`src/rtl/flow_input_scheduler.sv`:
```
// Shares the tagged config and pixel input of the multi-flow interpolator between FLUX requesters.
// Each flow latches a config, writes it tagged, then streams ext_size^2 pixels round-robin.
module flow_input_scheduler #(
    parameter int FLUX  = 2,
    parameter int TAG_W = $clog2(FLUX),
    parameter int TAP   = 8
) (
    input  logic                 clk,
    input  logic                 rst,
    input  logic [FLUX-1:0]      cfg_valid,
    output logic [FLUX-1:0]      cfg_ready,
    input  logic [3*FLUX-1:0]    cfg_v_alpha,
    input  logic [3*FLUX-1:0]    cfg_h_alpha,
    input  logic [7*FLUX-1:0]    cfg_ext_size,
    input  logic [FLUX-1:0]      pel_valid,
    output logic [FLUX-1:0]      pel_ready,
    input  logic [8*FLUX-1:0]    pel_data,
    output logic [3+TAG_W-1:0]   v_alpha_din,
    output logic [3+TAG_W-1:0]   h_alpha_din,
    output logic [7+TAG_W-1:0]   ext_size_din,
    output logic                 cfg_write,
    input  logic [FLUX-1:0]      cfg_full,
    output logic [8+TAG_W-1:0]   in_pel_din,
    output logic                 in_pel_write,
    input  logic [FLUX-1:0]      in_pel_full,
    output logic [FLUX-1:0]      busy,
    output logic [FLUX-1:0]      done,
    output logic [FLUX-1:0]      err
);

    localparam int unsigned NF      = FLUX;
    localparam logic [6:0]  EXT_MIN = 7'(TAP + 3);
    localparam logic [6:0]  EXT_MAX = 7'(64 + TAP - 1);

    typedef enum logic [1:0] {IDLE, CFG, STREAM} state_e;

    state_e            state_q  [FLUX];
    state_e            state_d  [FLUX];
    logic [2:0]        v_q      [FLUX];
    logic [2:0]        v_d      [FLUX];
    logic [2:0]        h_q      [FLUX];
    logic [2:0]        h_d      [FLUX];
    logic [6:0]        ext_q    [FLUX];
    logic [6:0]        ext_d    [FLUX];
    logic [13:0]       target_q [FLUX];
    logic [13:0]       target_d [FLUX];
    logic [13:0]       count_q  [FLUX];
    logic [13:0]       count_d  [FLUX];
    logic [TAG_W-1:0]  rr_q, rr_d;
    logic [FLUX-1:0]   busy_q, busy_d;
    logic [FLUX-1:0]   done_q, done_d;
    logic [FLUX-1:0]   err_q, err_d;

    logic              cfg_found;
    logic              pel_found;
    logic [6:0]        ext_in;
    int unsigned       idx;

    always_comb begin
        state_d      = state_q;
        v_d          = v_q;
        h_d          = h_q;
        ext_d        = ext_q;
        target_d     = target_q;
        count_d      = count_q;
        rr_d         = rr_q;
        busy_d       = '0;
        done_d       = '0;
        err_d        = '0;
        cfg_ready    = '0;
        pel_ready    = '0;
        cfg_write    = 1'b0;
        v_alpha_din  = '0;
        h_alpha_din  = '0;
        ext_size_din = '0;
        in_pel_write = 1'b0;
        in_pel_din   = '0;
        cfg_found    = 1'b0;
        pel_found    = 1'b0;
        ext_in       = '0;
        idx          = 0;

        // Config intake: out-of-range sizes are consumed and flagged, flow stays idle.
        for (int unsigned f = 0; f < NF; f++) begin
            if (state_q[f] == IDLE && cfg_valid[f]) begin
                cfg_ready[f] = 1'b1;
                ext_in       = cfg_ext_size[7*f +: 7];
                if (ext_in >= EXT_MIN && ext_in <= EXT_MAX) begin
                    v_d[f]      = cfg_v_alpha[3*f +: 3];
                    h_d[f]      = cfg_h_alpha[3*f +: 3];
                    ext_d[f]    = ext_in;
                    target_d[f] = 14'(ext_in) * 14'(ext_in);
                    state_d[f]  = CFG;
                end else begin
                    err_d[f] = 1'b1;
                end
            end
        end

        for (int unsigned f = 0; f < NF; f++) begin
            if (!cfg_found && state_q[f] == CFG && !cfg_full[f]) begin
                cfg_found    = 1'b1;
                cfg_write    = 1'b1;
                v_alpha_din  = {TAG_W'(f), v_q[f]};
                h_alpha_din  = {TAG_W'(f), h_q[f]};
                ext_size_din = {TAG_W'(f), ext_q[f]};
                state_d[f]   = STREAM;
                count_d[f]   = '0;
            end
        end

        // Round-robin search begins at rr_q and wraps modulo FLUX.
        for (int unsigned i = 0; i < NF; i++) begin
            idx = 32'(rr_q) + i;
            if (idx >= NF) idx = idx - NF;
            if (!pel_found && state_q[idx] == STREAM && pel_valid[idx] && !in_pel_full[idx]) begin
                pel_found      = 1'b1;
                pel_ready[idx] = 1'b1;
                in_pel_write   = 1'b1;
                in_pel_din     = {TAG_W'(idx), pel_data[8*idx +: 8]};
                count_d[idx]   = count_q[idx] + 14'd1;
                if (count_q[idx] + 14'd1 == target_q[idx]) begin
                    state_d[idx] = IDLE;
                    done_d[idx]  = 1'b1;
                end
                rr_d = (idx + 1 >= NF) ? '0 : TAG_W'(idx + 1);
            end
        end

        for (int unsigned f = 0; f < NF; f++) begin
            busy_d[f] = (state_d[f] != IDLE);
        end
    end

    always_ff @(posedge clk) begin
        if (!rst) begin
            for (int unsigned f = 0; f < NF; f++) begin
                state_q[f]  <= IDLE;
                v_q[f]      <= '0;
                h_q[f]      <= '0;
                ext_q[f]    <= '0;
                target_q[f] <= '0;
                count_q[f]  <= '0;
            end
            rr_q   <= '0;
            busy_q <= '0;
            done_q <= '0;
            err_q  <= '0;
        end else begin
            state_q  <= state_d;
            v_q      <= v_d;
            h_q      <= h_d;
            ext_q    <= ext_d;
            target_q <= target_d;
            count_q  <= count_d;
            rr_q     <= rr_d;
            busy_q   <= busy_d;
            done_q   <= done_d;
            err_q    <= err_d;
        end
    end

    assign busy = busy_q;
    assign done = done_q;
    assign err  = err_q;

endmodule

```
`config.mk`:
```
export PLATFORM = sky130hd
export DESIGN_NAME = flow_input_scheduler
export DESIGN_NICKNAME = d
export VERILOG_FILES = /design/src/rtl/flow_input_scheduler.sv
export SDC_FILE = /design/constraint.sdc
export NUM_CORES = 1
export LEC_CHECK = 0
export ABC_AREA = 0
export BUFFER_PORTS_ARGS = -buffer_cell sky130_fd_sc_hd__buf_2
export CAP_MARGIN = 20
export CORE_MARGIN = 2
export CORE_UTILIZATION = 65
export DETAILED_ROUTE_END_ITERATION = 8
export PLACE_DENSITY_LB_ADDON = 0.25
export SLEW_MARGIN = 20
export SYNTH_ARGS = -nofsm -noshare
export SYNTH_HDL_FRONTEND = slang
export SYNTH_SLANG_ARGS = --single-unit
```
`constraint.sdc`:
```
create_clock -name clk -period 7.7 [get_ports clk]
set_input_delay 0.385 -clock clk [delete_from_list [all_inputs] [get_ports clk]]
set_output_delay 0.385 -clock clk [all_outputs]
set_load 0.005 [all_outputs]
```
# After elaboration in Yosys (flattened, before gate mapping)
# Cells that the tools add are included.
[classes] addsub=7 n_mul=2 n_lt_le_gt_ge=16 n_eq_ne=6 n_shift=2 n_mux=82 n_bitwise=8 reduce_logical=31
[op_table] operator="$mux W14" n=16
[op_table] operator="$ge A33 B2 Y1 const B" n=2
[op_table] operator="$lt A33 B1 Y1 const B" n=2
[op_table] operator="$not A32 Y33" n=2
[op_table] operator="$shiftx A16 B33 Y8" n=2
[op_table] operator="$add A32 B1 Y32 const B" n=2
[op_table] operator="$ge A32 B1 Y1 const B" n=2
[op_table] operator="$ge A32 B2 Y1 const B" n=2
[op_table] operator="$lt A32 B2 Y1 const B" n=2
[op_table] operator="$mux W32" n=2
[op_table] operator="$bwmux W28" n=2
[op_table] operator="$mux W28" n=2
[op_table] operator="$mux W2" n=20
[op_table] operator="$add A14 B1 Y14 const B" n=2
[op_table] operator="$demux W14 S1" n=2
[op_table] operator="$eq A14 B14 Y1" n=2
[op_table] operator="$mul A7 B7 Y14" n=2
[op_table] operator="$mux W4" n=6
[op_table] operator="$mux W1" n=22
[op_table] operator="$mux W9" n=2
[op_table] operator="$logic_and A1 B1 Y1" n=16
[op_table] operator="$ge A7 B4 Y1 const B" n=2
[op_table] operator="$le A7 B7 Y1 const B" n=2
[op_table] operator="$and A4 B4 Y4" n=2
[op_table] operator="other kinds (18)" n=36
[totals] reg_bits=93 inputBits=52 output_inout_bits=37 word_cells=171

# Depth between registers and ports, before layout
[logic_depth] word_depth=16 mapped_depth=19 depth_no_buf=18

# Worst setup path after synthesis
# OpenSTA, ideal clock, no wires.
[synth_path] kind="input to register" from="input cfg_ext_size[6]" to="register target_q[26] (netlist bit)" setup_time_ps=70 t_arrival_ps=4385 path_slack_ps=3244 stages=19 path_buffers=1 cell_sequence="clkbuf_1 nand2_1 xor2_1 ha_1 inv_1 fa_1 inv_1 fa_1 inv_1 fa_1 inv_1 ha_1 inv_1 o21bai_1 a2111o_1 a311oi_1 xnor2_1 nand2_1 a21oi_1"
[synth_between] elab_chain_len=3 word_cells_on_any_way=5
[synth_lines] element="start, declared" line_no="14" rtl="input logic [7*FLUX-1:0] cfg_ext_size,"
[synth_lines] element="parallel branches: the longest is 3 deep, another holds $mul A7 B7 Y14"
[synth_lines] element="end signal, assigned" line_no="154" rtl="target_q <= target_d;"
[synth_lines] element="end, declared" line_no="45" rtl="logic [13:0] target_q [FLUX];"
# Several ways; the timed one is not identified.
# A chain may end at the register's enable or synchronous reset.

# Final worst setup path
[layout_path] from="input cfg_ext_size[0]" to="register target_q[26] (netlist bit)"
# The elaborated chain is that of the path after synthesis.

==> flow_summary_export.csv <==
group,metric,value,unit
clock_tree,cts_max_level,3,
power_and_ir_drop,vdd_drop_max,0.212,mV
setup_path,worstPathRequired,7.99,ns
run,drv_cap,0,
setup_path,end_kind,"flop",
setup_path,crit_family,"adder cells",
clock_tree,ctsHoldBuffers,0,
setup_path,startpoint_type,"input pin",
floorplan,die_h,116,microns
floorplan,die-area,0.0135,sq mm
placed_design,gp_congestion,0.963,
global_route,overflow,0,
logic_synthesis,syn_area,0.00816,sq mm
outcome,status,"finished, final reports clean",
clock_tree,post_cts_resized,0,
cells_and_area,antenna_cells,0,
logic_synthesis,ys_dominant_reg_cell,"dfxtp_1",
cells_and_area,num-nets-final,1166,
floorplan,initial_core_util,67.4,%
timing,min_period,4.20,ns
cells_and_area,layout_commonest_cell,"nand2_1",
global_route,grt_max_degree,77,
setup_path,timing.rr.end,"busy[1]",
clock_tree,clockRootBuffer,"clkbuf_16",
power_and_ir_drop,p_per_area,171,mW/mm^2
logic_synthesis,synth_cells,1008,
global_route,grt_pass1_wl,34700,microns
setup_path,cp_slowest_cell,"fa_1",
setup_path,path_class,"input pin to flop",
placed_design,port_buffers,88,
routing,via_count,7436,
clock_tree,cts_tree,"built",
timing,worst_pin_slew,1.01,ns
global_route,grt_use_total,32.9,%
worst_hold_path,hold_depth,3,
timing,drv_slew,0,
timing,fin_ws,3.50,ns
worst_hold_path,hold_class,"input pin to flop",
floorplan,row_count,40,
logic_synthesis,ys_async_sr_fraction,0,%
timing,fmax,0.238,GHz
routing,routedWlPerCell,17.8,microns
power_and_ir_drop,p_total,1500,uW
cells_and_area,final_cell_mix,"122 x nand2_1, 88 x dfxtp_1, 88 x buf_2",
setup_path,r2r_start,"rr_q",
global_route,first_global_vias,6969,
setup_path,worstRegToRegCells,11,
clock_tree,clockBufferDepth,2,
cells_and_area,drive_above_1_share,13.8,%
routing,totalWireLength,21500,microns
logic_synthesis,ys_seq_elements,89,
logic_synthesis,avgSynthCellArea,8.10,sq um
clock_tree,clock_latency,0.36,ns
floorplan,io-pin-count,89,
floorplan,core_area,0.0121,sq mm
routing,drcViolationCount,0,
logic_synthesis,synth_edf_count,0,
logic_synthesis,synth_nets,1135,
setup_path,crit_arrival,4.49,ns
floorplan,die_w,116,microns
timing,finClkSkew,0.00917,ns
clock_tree,post-cts-setup-buffer-count,0,
cells_and_area,utilization,72.6,%
setup_path,path_common_cell,"inv_1",
timing,fin_setup_tns,0,ns
placed_design,dp_hpwl,16200,microns
clock_tree,cts_buffers,9,
clock_tree,cts.clk_slew.worst_paths,0.06,ns
logic_synthesis,yosysWarningCount,0,
setup_path,path_buf_inv,6,
setup_path,crit_chain,"buf_2 > nand2_1 > xor2_1 > ha_1 > inv_1 > fa_1 > inv_1 > fa_1 > inv_1 > fa_1 > inv_1 > ha_1 > inv_1 > o21bai_1 > a2111o_1 > a311oi_1 > xnor2_1 > nand2_1 > a21oi_1",
placed_design,dp_slack,3.14,ns
power_and_ir_drop,leakage,0.00386,uW
cells_and_area,syn_to_final_growth,7.65,%
timing,setup_viol,0,
global_route,antenna_found_initial,0,
timing,max_slew_margin,32.6,%
worst_hold_path,hold_start,"cfg_h_alpha[3]",
routing,drt_iter0_markers,611,
timing,hold_violations,0,
routing,first_pass_iters,6,
setup_path,critPathMaxStageDelay,0.53,ns
routing,viasPerCell,6.14,
routing,ant_nets,0,
timing,hold_slack,0.263,ns
worst_hold_path,min_to,"h_q[0]",
setup_path,crit_fanout,12,
timing,rsz0062_at_grt,"false",
logic_synthesis,seq_area_frac_synth,21.8,%
timing,post-route-period-util,54.6,%
logic_synthesis,synthDistinctLibCells,81,
setup_path,rrSetupSlack,3.57,ns
clock_tree,cts_sinks,89,
-- per-stage QoR --
stage | area, sq um | std cells
after floorplan | 8160 | 1008
after global placement | 8510 | 1196
after detailed placement | 8510 | 1196
after CTS | 8790 | 1212
after global routing | 8790 | 1212
final | 8790 | 1212
-- state kept, by name, summed over array words and instances, names as in the netlist --
name and cells:
ext_q 14, busy 2, err 2, done 2, target_q 24, state_q 4
rr_q 1, count_q 28, h_q 6, v_q 6
-- worst reg2reg max path, delay by kind of cell (launching register included) --
kind	cells	cell delay (ns)
buffers and inverters	1	0.70
XOR/XNOR	1	0.40
adder cells (fa/ha/maj)	1	0.30
AO/OA/AOI/OAI	4	1.28
AND/OR/NAND/NOR	3	0.58
multiplexers	1	0.43
flip-flops	1	0.31
-- routing by layer --
| metal | share of wire, % | GRT usage (%) | wire [microns] | vias up |
|---|---|---|---|---|
| li1 | - | - | - | 3583 |
| met1 | 41 | 41.2 | 8920 | 3499 |
| met2 | 47 | 54.2 | 10100 | 290 |
| met3 | 7.4 | 7.06 | 1590 | 64 |
| met4 | 4.3 | 15.8 | 932 | 0 |
| met5 | 0 | 0 | 0 | - |
-- cells in the mapped netlist, types with 18 or more instances --
cell type	number	area, sq um
a21oi_1	70	350
a22o_1	21	184
and2_1	34	213
clkbuf_1	51	191
dfxtp_1	89	1780
fa_1	25	500
ha_1	50	626
inv_1	58	218
mux2i_1	42	420
nand2_1	122	458
nand3_1	18	90.1
nor2_1	76	285
o21ai_0	32	160
xnor2_1	43	377
xor2_1	41	359
-- power by group --
group	internal [uW]	switching [uW]	total, uW
logic	245	314	559
registers	490	31.4	522
clock network	223	199	422
-- worst max-delay path by stage --
stage                          startpoint      endpoint  slack (ns)  cells after the start
final                     cfg_ext_size[0]  target_q[26]        3.50                     19
after floorplan           cfg_ext_size[6]  target_q[26]        3.24                     19
after global placement    cfg_ext_size[6]  target_q[26]        3.22                     19
after CTS                 cfg_ext_size[0]  target_q[26]        3.49                     19
after detailed placement  cfg_ext_size[0]  target_q[26]        3.14                     19
after global routing      cfg_ext_size[0]  target_q[26]        3.17                     19
-- cell type report --
| cell class | count | area [sq um] |
|---|---|---|
| repair buffers | 94 | 485 |
| well taps | 168 | 210 |
| clock buffers | 10 | 229 |
| clock inverters | 6 | 51.3 |
| multi-input cells | 784 | 5800 |
| fillers | 990 | 3320 |
| flip-flops and latches | 89 | 1780 |
| inverters | 61 | 229 |
-- cells by family (layout without fill, tap and decap cells) --
family / Yosys count / count (layout) / synth area share (%)
buffers and inverters: 135 / 171 / 7.20
multiplexers: 52 / 52 / 6.53
AO/OA/AOI/OAI: 221 / 221 / 18.6
adder cells (fa/ha/maj): 75 / 75 / 13.8
XOR/XNOR: 89 / 89 / 10.4
AND/OR/NAND/NOR: 347 / 347 / 21.6
flip-flops: 89 / 89 / 21.8
Power figures use the tool's default switching activity.
